**config.mk**
```make
export PLATFORM = sky130hd
export DESIGN_NAME = bsg_tunnel_credit_arbiter_flat
export DESIGN_NICKNAME = d
export VERILOG_FILES = /design/src/rtl/bsg_tunnel_credit_arbiter_if.sv /design/src/rtl/bsg_tunnel_credit_arbiter.sv /design/src/flat_wrapper.sv
export SDC_FILE = /design/constraint.sdc
export NUM_CORES = 1
export LEC_CHECK = 0
export CORE_UTILIZATION = 41
export DETAILED_ROUTE_END_ITERATION = 8
export PLACE_DENSITY = 0.92
export SYNTH_ARGS = -nofsm -noshare
export SYNTH_HDL_FRONTEND = slang
export SYNTH_SLANG_ARGS = --single-unit
```
**constraint.sdc**
```tcl
create_clock -name clk_i -period 3.1 [get_ports clk_i]
set_input_delay 0.465 -clock clk_i [delete_from_list [all_inputs] [get_ports clk_i]]
set_output_delay 0.465 -clock clk_i [all_outputs]
set_load 0.05 [all_outputs]
```
**src/rtl/bsg_tunnel_credit_arbiter_if.sv**
```systemverilog
// Handshake bundle for the tunnel credit arbiter: per-channel input side,
// the tagged output stage and the credit-return / credit-visibility side.
interface bsg_tunnel_credit_arbiter_if #(
    parameter int width_p          = 8,
    parameter int num_in_p         = 4,
    parameter int remote_credits_p = 2
);
    localparam int tag_width_lp    = $clog2(num_in_p + 1);
    localparam int credit_width_lp = $clog2(remote_credits_p + 1);

    logic [num_in_p*width_p-1:0]         data_i;
    logic [num_in_p-1:0]                 v_i;
    logic [num_in_p-1:0]                 yumi_o;
    logic [tag_width_lp+width_p-1:0]     multi_data_o;
    logic                                multi_v_o;
    logic                                multi_yumi_i;
    logic                                credit_v_i;
    logic [tag_width_lp-1:0]             credit_id_i;
    logic [credit_width_lp-1:0]          credit_count_i;
    logic [num_in_p*credit_width_lp-1:0] credit_avail_o;

    modport slave (
        input  data_i, v_i, multi_yumi_i, credit_v_i, credit_id_i, credit_count_i,
        output yumi_o, multi_data_o, multi_v_o, credit_avail_o
    );

    modport master (
        output data_i, v_i, multi_yumi_i, credit_v_i, credit_id_i, credit_count_i,
        input  yumi_o, multi_data_o, multi_v_o, credit_avail_o
    );
endinterface

```
**src/rtl/bsg_tunnel_credit_arbiter.sv**
```systemverilog
// Credit-gated round-robin scheduler that funnels num_in_p channels into one
// tagged output register; credits come back from the far-side demux.
module bsg_tunnel_credit_arbiter #(
    parameter int width_p          = 8,
    parameter int num_in_p         = 4,
    parameter int remote_credits_p = 2
) (
    input logic                     clk_i,
    input logic                     reset_i,
    bsg_tunnel_credit_arbiter_if.slave io
);
    localparam int tag_width_lp    = $clog2(num_in_p + 1);
    localparam int credit_width_lp = $clog2(remote_credits_p + 1);

    typedef logic [credit_width_lp-1:0] credit_t;

    credit_t                         credit_q [num_in_p];
    credit_t                         credit_d [num_in_p];
    logic [tag_width_lp-1:0]         ptr_q, ptr_d;
    logic                            multi_v_q, multi_v_d;
    logic [tag_width_lp+width_p-1:0] multi_data_q, multi_data_d;

    logic [num_in_p-1:0]                 elig;
    logic [num_in_p-1:0]                 yumi;
    logic [num_in_p-1:0]                 credit_over;
    logic                                load_en;
    logic                                grant_v;
    logic [tag_width_lp-1:0]             grant_id;
    logic [width_p-1:0]                  payload;
    logic [num_in_p*credit_width_lp-1:0] credit_avail;

    // Grant selection: first eligible channel at or after the pointer.
    always_comb begin
        int idx;
        grant_v  = 1'b0;
        grant_id = '0;
        load_en  = ~multi_v_q | io.multi_yumi_i;
        for (int i = 0; i < num_in_p; i++) begin
            elig[i] = io.v_i[i] & (credit_q[i] != '0);
        end
        for (int k = 0; k < num_in_p; k++) begin
            idx = int'(ptr_q) + k;
            if (idx >= num_in_p) idx = idx - num_in_p;
            for (int i = 0; i < num_in_p; i++) begin
                if (!grant_v && elig[i] && (idx == i)) begin
                    grant_v  = 1'b1;
                    grant_id = tag_width_lp'(i);
                end
            end
        end
        // Nothing leaves a channel during reset or while the output is full.
        if (reset_i || !load_en) begin
            grant_v = 1'b0;
        end
        payload = '0;
        for (int i = 0; i < num_in_p; i++) begin
            yumi[i] = grant_v & (grant_id == tag_width_lp'(i));
            if (grant_id == tag_width_lp'(i)) begin
                payload = io.data_i[i*width_p +: width_p];
            end
        end
    end

    // Next state: output stage, pointer and per-channel credit counters.
    always_comb begin
        int  nxt;
        logic ret;
        multi_v_d    = multi_v_q;
        multi_data_d = multi_data_q;
        ptr_d        = ptr_q;
        if (grant_v) begin
            multi_v_d    = 1'b1;
            multi_data_d = {grant_id, payload};
            ptr_d        = (grant_id == tag_width_lp'(num_in_p - 1)) ? '0 : grant_id + 1'b1;
        end else if (io.multi_yumi_i) begin
            multi_v_d = 1'b0;
        end
        for (int i = 0; i < num_in_p; i++) begin
            ret            = io.credit_v_i && (io.credit_id_i == tag_width_lp'(i));
            credit_d[i]    = credit_q[i] - credit_t'(yumi[i]) + (ret ? io.credit_count_i : '0);
            nxt            = int'(credit_q[i]) - int'(yumi[i]) + (ret ? int'(io.credit_count_i) : 0);
            credit_over[i] = nxt > remote_credits_p;
            credit_avail[i*credit_width_lp +: credit_width_lp] = credit_q[i];
        end
    end

    always_ff @(posedge clk_i) begin
        if (reset_i) begin
            multi_v_q    <= 1'b0;
            multi_data_q <= '0;
            ptr_q        <= '0;
            for (int i = 0; i < num_in_p; i++) begin
                credit_q[i] <= credit_t'(remote_credits_p);
            end
        end else begin
            multi_v_q    <= multi_v_d;
            multi_data_q <= multi_data_d;
            ptr_q        <= ptr_d;
            for (int i = 0; i < num_in_p; i++) begin
                credit_q[i] <= credit_d[i];
            end
            assert (credit_over == '0);
            assert (!(io.credit_v_i && (io.credit_id_i >= tag_width_lp'(num_in_p))));
            assert (!(io.multi_yumi_i && !multi_v_q));
        end
    end

    assign io.yumi_o         = yumi;
    assign io.multi_v_o      = multi_v_q;
    assign io.multi_data_o   = multi_data_q;
    assign io.credit_avail_o = credit_avail;
endmodule
```
**src/flat_wrapper.sv**
```systemverilog
// flat-port wrapper written by rule: the top's interface ports become plain ports
module bsg_tunnel_credit_arbiter_flat 
#(
    parameter int width_p          = 8,
    parameter int num_in_p         = 4,
    parameter int remote_credits_p = 2
)
  (clk_i, reset_i, io_data_i, io_v_i, io_multi_yumi_i, io_credit_v_i, io_credit_id_i, io_credit_count_i, io_yumi_o, io_multi_data_o, io_multi_v_o, io_credit_avail_o);
  bsg_tunnel_credit_arbiter_if #(.width_p(width_p), .num_in_p(num_in_p), .remote_credits_p(remote_credits_p)) io_i ();
  input logic clk_i;
  input logic reset_i;
  input wire logic [$bits(io_i.data_i)-1:0] io_data_i;
  input wire logic [$bits(io_i.v_i)-1:0] io_v_i;
  input wire logic [$bits(io_i.multi_yumi_i)-1:0] io_multi_yumi_i;
  input wire logic [$bits(io_i.credit_v_i)-1:0] io_credit_v_i;
  input wire logic [$bits(io_i.credit_id_i)-1:0] io_credit_id_i;
  input wire logic [$bits(io_i.credit_count_i)-1:0] io_credit_count_i;
  output wire logic [$bits(io_i.yumi_o)-1:0] io_yumi_o;
  output wire logic [$bits(io_i.multi_data_o)-1:0] io_multi_data_o;
  output wire logic [$bits(io_i.multi_v_o)-1:0] io_multi_v_o;
  output wire logic [$bits(io_i.credit_avail_o)-1:0] io_credit_avail_o;
  assign io_i.data_i = io_data_i;
  assign io_i.v_i = io_v_i;
  assign io_i.multi_yumi_i = io_multi_yumi_i;
  assign io_i.credit_v_i = io_credit_v_i;
  assign io_i.credit_id_i = io_credit_id_i;
  assign io_i.credit_count_i = io_credit_count_i;
  assign io_yumi_o = io_i.yumi_o;
  assign io_multi_data_o = io_i.multi_data_o;
  assign io_multi_v_o = io_i.multi_v_o;
  assign io_credit_avail_o = io_i.credit_avail_o;
  bsg_tunnel_credit_arbiter #(.width_p(width_p), .num_in_p(num_in_p), .remote_credits_p(remote_credits_p)) u_core (.clk_i(clk_i), .reset_i(reset_i), .io(io_i));
endmodule
```
After elaboration in Yosys (flattened, before gate mapping)
Memories as Yosys holds them, arrays and structs flattened. Cells that the tools add are included. W data, S select, Z words.

Memory bits (writable): 8. Input port bits: 45. Latch bits: 0. Bits in read-only memories: 0. Logic and storage cells: 173. Memories: 1. Bits in registers: 15.

Memory list: u_core.credit_q (depth 4, bits a word 2, rd ports 4, clocked after Yosys merged registers in 0, wr ports 4, line bsg_tunnel_credit_arbiter.sv:17) `credit_t credit_q [num_in_p];`.

$add $sub $neg: 16. Divide/modulo/power cells: 0. Reductions and logical operators: 63. Multipliers: 0. Shift-type cells: 0. $lt $le $gt $ge: 4. Bitwise logic cells: 14. Multiplexer cells: 54. Equality and inequality tests: 18.

Operators with widths (count): $eq A32 B3 Y1 const B (8); $eq A32 B2 Y1 const B (4); $logic_not A32 Y1 (4); $mux W32 (4); $ge A32 B4 Y1 const B (3); $sub A32 B4 Y32 const B (3); $mux W2 (22); $logic_and A1 B1 Y1 (35); $mux W8 (4); $mux W1 (23); $logic_not A1 Y1 (16); $reduce_bool A2 Y1 (5); $add A2 B2 Y2 (4); $add A3 B2 Y4 const B (2); $and A1 B1 Y1 (8); $sub A2 B1 Y2 (4); $eq A3 B2 Y1 const B (2); $logic_not A3 Y1 (2); $or A1 B1 Y1 (5); $add A3 B1 Y4 const B (1); $eq A2 B2 Y1 const B (2); $sub A3 B3 Y4 const B (1); $add A2 B1 Y3 const B (1); $eq A3 B1 Y1 const B (1); 5 further kinds (5).

Longest topological paths before layout
Gate-level depths: netlist (run 1).

Depth after elaboration: 70. Gate-level depth with buffers: 15. Gate-level depth less buffers: 13.

Least setup slack after synthesis (run 1)
OpenSTA, ideal clock, no wires.

Path type: flip-flop to flip-flop. Start point: mem u_core.credit_q[1][0] (netlist name). End point: mem u_core.credit_q[3][1] (netlist name). Period minus slack after synthesis: 3.585 ns. Stages on the path, launching flop included: 16. Slack: -0.485 ns. Library setup time: 0.130 ns. Path buffers: 2. Data required time: 2.970 ns. Data arrival time: 3.456 ns. Path through: dfxtp_1 -> o21ai_2 -> o21ai_1 -> o221ai_4 -> inv_2 -> ha_1 -> clkbuf_1 -> buf_1 -> and3_1 -> ha_1 -> inv_1 -> ha_1 -> xor2_1 -> xnor2_1 -> xnor2_1 -> nand2_1.

RTL lines (line): start: declaration (bsg_tunnel_credit_arbiter.sv:17).

==> impl_metrics.json, run 1 <==
{
  "status": "complete, no violations",
  "post-synth-top-count-cell": "dfxtp_1",
  "clock-root-buffer": "clkbuf_4",
  "grt_overflow": 0,
  "cts_max_path_buffers": 2,
  "synth-async-reset-ratio_pct": 0,
  "grt_start_max_net_pins": 17,
  "global_route_wire_length_before_repair_um": 6580,
  "dp_cells": 288,
  "r2r_depth": 13,
  "clock_period_minus_final_worst_setup_slack_ns": 2.92,
  "grt.met3_usage_pct": 2.94,
  "whs_ns": 0.512,
  "worst_slew_margin_rel_pct": 64.9,
  "holdPathEnd": "u_core.io.multi_data_o[7]",
  "rr_endpoint": "u_core.credit_q[0][1]",
  "drv_slew": 0,
  "critPathMostFrequentCell": "ha_1",
  "die-height_um": 61.6,
  "drv_cap": 0,
  "cts-htree-levels": 1,
  "remaining_drc_errors": 0,
  "worst_hold_path.num_cells": 2,
  "critical_path_start_end_classification": "in2reg",
  "synthDominantCellAreaShare_pct": 28.9,
  "worstSetupEndpointType": "flop",
  "grt_usage_pct": 22.7,
  "tritoncts": "built",
  "dp.final_hpwl_um": 3300,
  "rsz0062_at_grt": "no",
  "areaGrowthSynthToFinish_pct": 60.8,
  "post-route-util_pct": 69.6,
  "combPwrFrac_pct": 60.2,
  "report.final.hold_viol_count": 0,
  "critical_path.startpoint_type": "input pin",
  "die-width_um": 61.6,
  "fp.dieArea_um2": 3790,
  "cpMaxStageDelayCell": "clkdlybuf4s50_1",
  "min_path_type": "reg2reg",
  "yosys-top-cells-area": "dfxtp_1 29%, ha_1 10%, o211ai_1 5.2%",
  "clock-sinks": 21,
  "ctsHoldBuffers": 0,
  "regToRegStartpoint": "u_core.credit_q[1][0]",
  "drt-initial-drc-count": 55,
  "avgSynthCellArea_um2": 8.46,
  "crit_share_post_route_pct": 94.1,
  "synth-edff-count": 0,
  "tritoncts.num_buffers": 3,
  "globalplace.congestion": 0.859,
  "num_io_pins": 69,
  "final_layout_size_suffix_gt1_share_pct": 17.1,
  "number_of_buffers_and_inverters_on_the_critical_path": 3,
  "ys.warnings.count": 0,
  "finalNetCount": 304,
  "critPathRequiredTime_ns": 3.28,
  "std_cell_rows": 21,
  "synthesis.instances": 172,
  "postRouteWirelength_um": 4160,
  "worst_slack_ns": 0.181,
  "drt.antenna.violating_nets": 0,
  "worst_path_maximum_fanout": 4,
  "first_pass_iters": 4,
  "critical_path.max_stage_delay_ns": 0.49,
  "core_area_um2": 3360,
  "initial_utilization_pct": 43.3,
  "synth_ff_type": "dfxtp_1",
  "wire_per_inst_um": 14.2,
  "post_synth_instance_area_um2": 1460,
  "min_from": "u_core.io.multi_data_o[7]",
  "antennaDiodeCount": 0,
  "mappedNetlistNets": 229,
  "busiest_layer_in_global_routing": "met2",
  "grt_util_met2_pct": 38.9,
  "post_cts.repair.setup_buffers": 0,
  "dpl_worst_slack_ns": -0.139,
  "r2r_slack_ns": 0.33,
  "clk_latency_ns": 0.30,
  "switching_share_pct": 43.8,
  "finClkSkew_ns": 0.00960,
  "grt_antenna_before_repair": 0,
  "layout_cells_excl_fill": 292,
  "synth_area_leader_cell": "dfxtp_1",
  "detailroute.via_count": 1554,
  "post_synth_num_cell_types": 38,
  "post_synth_most_frequent_cells": "21 x dfxtp_1, 18 x inv_1, 12 x ha_1",
  "max_freq_mhz": 343,
  "timing.critical_path.arrival_ns": 3.10,
  "sequentialPowerShare_pct": 29.3,
  "synth_sequential_area_ratio_pct": 28.9,
  "power-per-cell-area_nw_per_um2": 536,
  "p_int_mw": 0.704,
  "tightestPinTransition_ns": 0.525,
  "static-leakage-power_nw": 1.01,
  "vdd_ir_drop_max_v": 0.000237,
  "via_count_of_the_first_global_routing_pass": 1486,
  "clkTransAtPathRegs_ns": 0.12,
  "crit_family": "buffers and inverters",
  "setup_viol": 0,
  "crit_path_cell_trace": "clkdlybuf4s50_1 -> o21ai_2 -> mux2_4 -> o221ai_4 -> buf_4 -> ha_1 -> and3_1 -> ha_1 -> inv_1 -> ha_1 -> xor2_1 -> xnor2_1 -> xor2_1 -> nand2_1",
  "post_drt_via_cell_ratio": 5.32,
  "p_switching_mw": 0.549,
  "p_clk_share_pct": 10.5,
  "synth_seq_cells": 21,
  "numPortBuffers": 67,
  "globalRouteMet1Util_pct": 29.7
}
-- per-stage QoR --
stage                     power, mW  TNS (ns)  instance area, um^2
final                          1.25         0                 2340
after detailed placement       1.12    -0.389                 2310
after global placement         1.10   -0.0632                 2310
after floorplan               0.836   -0.0423                 1480
after CTS                      1.25         0                 2330
after global routing           1.33         0                 2340
-- worst register-to-register path, stage by stage, from the launching register on --
cell and delay, ns:
dfxtp_2 0.35, o21ai_2 0.27, nor3b_1 0.27, o22ai_2 0.16, buf_4 0.17, ha_1 0.20
and3_1 0.19, ha_1 0.29, inv_1 0.04, ha_1 0.19, xor2_1 0.15, xnor2_1 0.17
xor2_1 0.16, nand2_1 0.06
-- worst max path at each step --
stage	cells past startpoint	from	end	slack [ns]
after floorplan	15	u_core.credit_q[1][0]	u_core.credit_q[3][1]	-0.04
after global placement	14	io_v_i[0]	u_core.credit_q[0][1]	-0.05
after detailed placement	14	io_v_i[1]	u_core.credit_q[0][1]	-0.14
after CTS	14	io_v_i[0]	u_core.credit_q[0][1]	0.17
after global routing	14	io_v_i[0]	u_core.credit_q[0][1]	0.0001
final	14	io_v_i[0]	u_core.credit_q[0][1]	0.18
-- timing repair --
item	CTS	global route
resized for setup	0	1
endpoints found under the setup margin	0	1
endpoints found under the hold margin	0	0
-- placed cells by master (no fill, tap or decap), drive strengths merged, types with 7 or more instances in the layout --
master,n
a21oi,11
a221o,7
a22oi,8
buf,18
clkdlybuf4s50,63
dfxtp,21
ha,12
inv,19
nand2,7
nor2b,7
o211ai,10
o21ai,17
xor2,7
-- registers in the layout, summed over array words and instances (netlist names) --
name / flops
u_core.ptr_q: 2
u_core.io.multi_v_o: 1
u_core.io.multi_data_o: 10
u_core.credit_q: 8
-- area by class of cell --
class / instances / area (um^2)
well taps: 46 / 57.6
flip-flops and latches: 21 / 435
repair buffers: 81 / 816
clock buffers: 3 / 22.5
clock inverters: 1 / 5.00
multi-input cells: 121 / 932
inverters: 19 / 71.3
fillers: 283 / 1020
-- per-layer routing --
metal | share of wire, % | routed length [um] | up-vias
li1 | - | - | 767
met3 | 4.4 | 183 | 12
met1 | 43 | 1800 | 724
met2 | 51 | 2100 | 51
met4 | 1.7 | 69 | 0
met5 | 0 | 0 | -
-- power by group through the flow --
| stage | registers, mW | logic (mW) | clock network, mW |
|---|---|---|---|
| 2_1_floorplan | 0.528 | 0.308 | 0 |
| 3_3_place_gp | 0.371 | 0.732 | 0 |
| 3_5_place_dp | 0.373 | 0.748 | 0 |
| 4_1_cts | 0.367 | 0.753 | 0.135 |
| 5_1_grt | 0.372 | 0.810 | 0.146 |
| 6_report | 0.367 | 0.755 | 0.132 |
-- logic make-up (layout without fill, tap and decap cells) --
group,count (synthesis),count (layout),share of synthesized area [%]
xor gates and xnor gates,12,12,7.22
adders and majority gates,12,12,10.3
buffers and inverters,30,104,8.25
DFF,21,21,28.9
other,1,1,0.258
muxes,1,1,1.03
AOI/OAI and AO/OA,59,59,29.3
and+or+nand+nor,36,36,14.7
(Power assumes the default switching activity.)
==> run 2: changes to the inputs <==
--- a/config.mk
+++ b/config.mk
@@ -5,9 +5,9 @@
 export SDC_FILE = /design/constraint.sdc
 export NUM_CORES = 1
 export LEC_CHECK = 0
-export CORE_UTILIZATION = 41
+export CORE_UTILIZATION = 24
 export DETAILED_ROUTE_END_ITERATION = 8
-export PLACE_DENSITY = 0.92
+export PLACE_DENSITY = 0.64
 export SYNTH_ARGS = -nofsm -noshare
 export SYNTH_HDL_FRONTEND = slang
 export SYNTH_SLANG_ARGS = --single-unit
==> run 2 against run 1 <==
Compared with the run above: clock-buffer cell count is the same; sequential power barely moved; worst hold slack lost 0.014 ns; clock skew fell by 0.0075 ns; first-iteration DRC count increased by 49%; die area rose by 68%; critical path type unchanged; critical endpoint is now u_core.credit_q[1][1].
==> impl_metrics.json, run 2 (synthesis gave the netlist of run 1 again) <==
{
  "status": "complete, no violations",
  "critPathCapture": "u_core.credit_q[1][1]",
  "max_freq_mhz": 343,
  "numPortBuffers": 67,
  "die-height_um": 79.9,
  "timing.critical_path.arrival_ns": 3.05,
  "vdd_ir_drop_max_v": 0.000179,
  "fp.dieArea_um2": 6380,
  "mostFrequentLayoutCells": "63 x clkdlybuf4s50_1, 18 x inv_1, 14 x buf_4, 13 x dfxtp_1, 12 x ha_1",
  "clkTransAtPathRegs_ns": 0.08,
  "whs_ns": 0.499,
  "worst_slack_ns": 0.183,
  "globalplace.congestion": 0.845,
  "cts_max_path_buffers": 2,
  "cts_resized": 0,
  "critical_path_start_end_classification": "in2reg",
  "grt_start_max_net_pins": 17,
  "setup_viol": 0,
  "grt.met3_usage_pct": 2.06,
  "worst_path_maximum_fanout": 4,
  "post_cts.repair.setup_buffers": 0,
  "busiest_layer_in_global_routing": "met2",
  "globalRouteMet1Util_pct": 17.8,
  "drv_cap": 0,
  "grt_overflow": 0,
  "critical_path.startpoint_type": "input pin",
  "ctsHoldBuffers": 0,
  "drv_slew": 0,
  "grt_usage_pct": 14.2,
  "clock-root-buffer": "clkbuf_8",
  "cts-htree-levels": 1,
  "clock_period_minus_final_worst_setup_slack_ns": 2.92,
  "grt_util_met2_pct": 24.9,
  "tritoncts.num_buffers": 3,
  "layout_cells_excl_fill": 317,
  "tightestPinTransition_ns": 0.580,
  "wire_per_inst_um": 13.6,
  "final_layout_size_suffix_gt1_share_pct": 16.3,
  "critPathRequiredTime_ns": 3.24,
  "global_route_wire_length_before_repair_um": 6990,
  "r2r_depth": 12,
  "worst_slew_margin_rel_pct": 61.3,
  "via_count_of_the_first_global_routing_pass": 1463,
  "core_area_um2": 5680,
  "die-width_um": 79.9,
  "detailroute.via_count": 1524,
  "worstSetupEndpointType": "flop",
  "dp.final_hpwl_um": 3390,
  "rsz0062_at_grt": "no",
  "crit_share_post_route_pct": 94.1,
  "largest_register_ffs": 10,
  "static-leakage-power_nw": 1.00,
  "layout.cells.most_common": "clkdlybuf4s50_1",
  "dpl_worst_slack_ns": -0.102,
  "postRouteWirelength_um": 4300,
  "power-per-cell-area_nw_per_um2": 545,
  "first_pass_iters": 4,
  "std_cell_rows": 27,
  "num_io_pins": 69,
  "remaining_drc_errors": 0,
  "finClkSkew_ns": 0.00206,
  "grt_antenna_before_repair": 0,
  "rr_endpoint": "u_core.credit_q[1][1]",
  "report.final.hold_viol_count": 0,
  "areaGrowthSynthToFinish_pct": 62.5,
  "tritoncts": "built",
  "min_path_type": "reg2reg",
  "finalNetCount": 303,
  "regToRegStartpoint": "u_core.ptr_q[1]",
  "initial_utilization_pct": 25.6,
  "clk_latency_ns": 0.26,
  "setup.worst_path.start": "io_v_i[0]",
  "post_drt_via_cell_ratio": 4.81,
  "r2r_slack_ns": 0.43,
  "antennaDiodeCount": 0,
  "dp_cells": 313,
  "drt-initial-drc-count": 82,
  "drt.antenna.violating_nets": 0,
  "clock-sinks": 21
}
[run 2: per-layer routing]
layer  share of wire [%]  up-vias
li1                    -      771
met4                 1.1        0
met1                  45      717
met2                  50       32
met5                   0        -
met3                 3.6        4
[run 2: power breakdown]
part           internal [mW]  leakage [nW]  switching [mW]
sequential             0.325         0.174          0.0406
combinational          0.321         0.805           0.418
clock                 0.0897        0.0255          0.0948
total                  0.735          1.00           0.553
[run 2: how the worst min path moves through the flow]
stage,startpoint,endpoint,slack [ns],depth (start not counted)
floorplan,u_core.ptr_q[0],u_core.ptr_q[0],0.58,2
global placement,u_core.io.multi_data_o[3],u_core.io.multi_data_o[3],0.49,2
detailed placement,u_core.io.multi_data_o[0],u_core.io.multi_data_o[0],0.49,2
CTS,u_core.io.multi_data_o[0],u_core.io.multi_data_o[0],0.50,2
global route,u_core.io.multi_data_o[5],u_core.io.multi_data_o[5],0.54,2
finish,u_core.io.multi_data_o[0],u_core.io.multi_data_o[0],0.50,2
[run 2: layout make-up]
type	count	area (um^2)
Clock buffer	3	41.3
Clock inverter	1	5.00
Fill cell	599	3310
Inverter	19	71.3
Multi-Input combinational cell	121	926
Sequential cell	21	435
Tap cell	72	90.1
Timing Repair Buffer	80	796
[run 2: metrics by stage]
stage	setup TNS, ns	cell area [um^2]	utilization, %	power [mW]
floorplan	-0.0423	1480	-	0.836
global placement	-0.0416	2320	40.9	1.10
detailed placement	-0.224	2320	40.9	1.11
CTS	0	2360	41.7	1.30
global route	0	2360	41.7	1.38
finish	0	2360	41.7	1.29
[run 2: critical path: stages]
cell and delay [ns]:
clkdlybuf4s50_1 0.49, o21ai_2 0.08, mux2_4 0.29, o221ai_4 0.21, inv_2 0.07, ha_1 0.21, and3_2 0.19, ha_1 0.27
inv_1 0.04, ha_1 0.19, xor2_1 0.17, xnor2_1 0.15, xor2_1 0.16, nand2_1 0.06
==> run 3: changes to the inputs <==
--- a/config.mk
+++ b/config.mk
@@ -5,9 +5,10 @@
 export SDC_FILE = /design/constraint.sdc
 export NUM_CORES = 1
 export LEC_CHECK = 0
+export CORE_MARGIN = 5
 export CORE_UTILIZATION = 24
 export DETAILED_ROUTE_END_ITERATION = 8
-export PLACE_DENSITY = 0.64
+export SLEW_MARGIN = 30
 export SYNTH_ARGS = -nofsm -noshare
 export SYNTH_HDL_FRONTEND = slang
 export SYNTH_SLANG_ARGS = --single-unit
==> run 3 against run 2 <==
Compared with the run above: first-iteration DRC count shrank 16%; global-route usage down 2.6 points; worst setup slack improved by 0.022 ns; register-to-register slack got worse by 0.06 ns; total power up 0.97%; fmax increased by 0.76%; critical endpoint unchanged; largest power group unchanged.
==> impl_metrics.json, run 3 (synthesis gave the netlist of run 1 again) <==
{
  "wire_per_inst_um": 13.7,
  "worstSetupEndpointType": "flop",
  "critical_path.max_stage_delay_ns": 0.50,
  "regToRegStartpoint": "u_core.ptr_q[1]",
  "grt_overflow": 0,
  "drt.antenna.violating_nets": 0,
  "report.final.hold_viol_count": 0,
  "max_freq_mhz": 345,
  "cts_max_path_buffers": 2,
  "dp_cells": 320,
  "finalNetCount": 307,
  "r2r_depth": 13,
  "vdd_ir_drop_max_v": 0.000217,
  "drv_slew": 0,
  "remaining_drc_errors": 0,
  "cpMaxStageDelayCell": "clkdlybuf4s50_1",
  "worst_hold_path.num_cells": 2,
  "static-leakage-power_nw": 1.03,
  "areaGrowthSynthToFinish_pct": 65.3,
  "p_int_mw": 0.745,
  "postRouteWirelength_um": 4440,
  "global_route_wire_length_before_repair_um": 7020,
  "numPortBuffers": 67,
  "critPathMostFrequentCell": "ha_1",
  "grt_antenna_before_repair": 0,
  "globalplace.congestion": 0.765,
  "critPathRequiredTime_ns": 3.24,
  "layout.cells.most_common": "clkdlybuf4s50_1",
  "detailroute.via_count": 1524,
  "fp.dieArea_um2": 7720,
  "grt_start_max_net_pins": 17,
  "die-width_um": 87.9,
  "drv_cap": 0,
  "final_layout_size_suffix_gt1_share_pct": 18.1,
  "holdPathEnd": "u_core.io.multi_data_o[1]",
  "worst_path_maximum_fanout": 4,
  "initial_utilization_pct": 24.6,
  "layout.cell_area.non_filler_um2": 2400,
  "combPwrFrac_pct": 57.5,
  "ctsHoldBuffers": 0,
  "rr_endpoint": "u_core.credit_q[2][1]",
  "clk_latency_ns": 0.27,
  "power-per-cell-area_nw_per_um2": 541,
  "critical_path.startpoint_type": "input pin",
  "antennaDiodeCount": 0,
  "status": "complete, no violations",
  "number_of_buffers_and_inverters_on_the_critical_path": 3,
  "die-height_um": 87.9,
  "layout_cells_excl_fill": 324,
  "drt-initial-drc-count": 69,
  "min_path_type": "reg2reg",
  "tritoncts.num_buffers": 3,
  "std_cell_rows": 28,
  "grt_usage_pct": 11.6,
  "clkTransAtPathRegs_ns": 0.08,
  "clock-sinks": 21,
  "switching_share_pct": 42.7,
  "dp.final_hpwl_um": 3570,
  "min_from": "u_core.io.multi_data_o[1]",
  "critical_path_start_end_classification": "in2reg",
  "crit_path_cell_trace": "clkdlybuf4s50_1 -> o21ai_2 -> mux2_4 -> o221ai_4 -> inv_2 -> ha_1 -> and3_2 -> ha_1 -> inv_1 -> ha_1 -> xor2_1 -> xnor2_1 -> xor2_1 -> nand2_1",
  "final.setup.tns_ns": 0,
  "first_pass_iters": 4,
  "sequentialPowerShare_pct": 28.0,
  "cts-htree-levels": 1,
  "mostFrequentLayoutCells": "63 x clkdlybuf4s50_1, 18 x inv_1, 18 x buf_4, 13 x dfxtp_1, 12 x ha_1",
  "tightestPinTransition_ns": 0.553,
  "timing.critical_path.arrival_ns": 3.04,
  "nFillCells": 594,
  "setup_viol": 0,
  "via_count_of_the_first_global_routing_pass": 1454,
  "placed_cell_area_um2": 2350,
  "worst_slew_margin_rel_pct": 63.1,
  "crit_share_post_route_pct": 93.4,
  "post_drt_via_cell_ratio": 4.70,
  "core_area_um2": 5920,
  "clock-root-buffer": "clkbuf_8",
  "num_io_pins": 69,
  "largest_register_ffs": 10,
  "finClkSkew_ns": 0.00759,
  "tritoncts": "built",
  "p_clk_share_pct": 14.5,
  "crit_family": "adder cells",
  "p_switching_mw": 0.556,
  "r2r_slack_ns": 0.37,
  "clock_period_minus_final_worst_setup_slack_ns": 2.90
}
[run 3: what timing repair did]
| item | CTS | global route |
|---|---|---|
| resized for setup | 0 | 1 |
| setup buffers | 0 | 0 |
| endpoints found under the setup margin | 0 | 2 |
[run 3: layout make-up]
cell class / instances / area (um^2) / share of cell area (%)
Clock buffer: 3 / 41.3 / 1.72
Sequential cell: 21 / 435 / 18.1
Clock inverter: 1 / 5.00 / 0.208
Inverter: 19 / 71.3 / 2.97
Multi-Input combinational cell: 121 / 932 / 38.8
Tap cell: 75 / 93.8 / 3.90
Timing Repair Buffer: 84 / 826 / 34.3
[run 3: how the worst max path moves through the flow]
stage	startpoint	endpoint	slack, ns	cells past startpoint
4_1_cts	io_v_i[3]	u_core.credit_q[2][1]	0.14	14
3_3_place_gp	io_v_i[0]	u_core.credit_q[2][1]	-0.03	14
2_1_floorplan	u_core.credit_q[1][0]	u_core.credit_q[3][1]	-0.04	15
5_1_grt	io_v_i[0]	u_core.credit_q[0][1]	-0.006	14
6_report	io_v_i[0]	u_core.credit_q[1][1]	0.20	14
3_5_place_dp	io_v_i[3]	u_core.credit_q[2][1]	-0.12	14
[run 3: metrics by stage]
stage | power (mW) | hold slack (ns) | util, % | worst slack, ns
final | 1.30 | 0.498 | 40.6 | 0.205
after global routing | 1.39 | 0.516 | 40.6 | -0.00631
after CTS | 1.31 | 0.502 | 40.5 | 0.143
after detailed placement | 1.12 | 0.489 | 39.7 | -0.124
after global placement | 1.11 | 0.485 | 39.7 | -0.0297
after floorplan | 0.836 | 0.579 | - | -0.0423
[run 3: worst min-delay path, delay by kind of cell, from the launching register on]
kind | cells | cell delay [ns]
flip-flops | 1 | 0.32
AO/OA/AOI/OAI | 2 | 0.14
[run 3: power by group through the flow]
stage | clock network, mW | registers (mW) | logic (mW)
after floorplan | 0 | 0.528 | 0.308
after global placement | 0 | 0.370 | 0.743
after detailed placement | 0 | 0.371 | 0.749
after CTS | 0.195 | 0.365 | 0.752
after global routing | 0.207 | 0.374 | 0.810
final | 0.189 | 0.364 | 0.747
[run 3: layer usage]
layer	part of all wire, %	global-route usage (%)	vias to the layer above
met5	0	0	-
met4	3.6	6.14	0
met3	5.9	1.88	11
met2	49	19.7	45
met1	41	14.1	697
li1	-	-	771
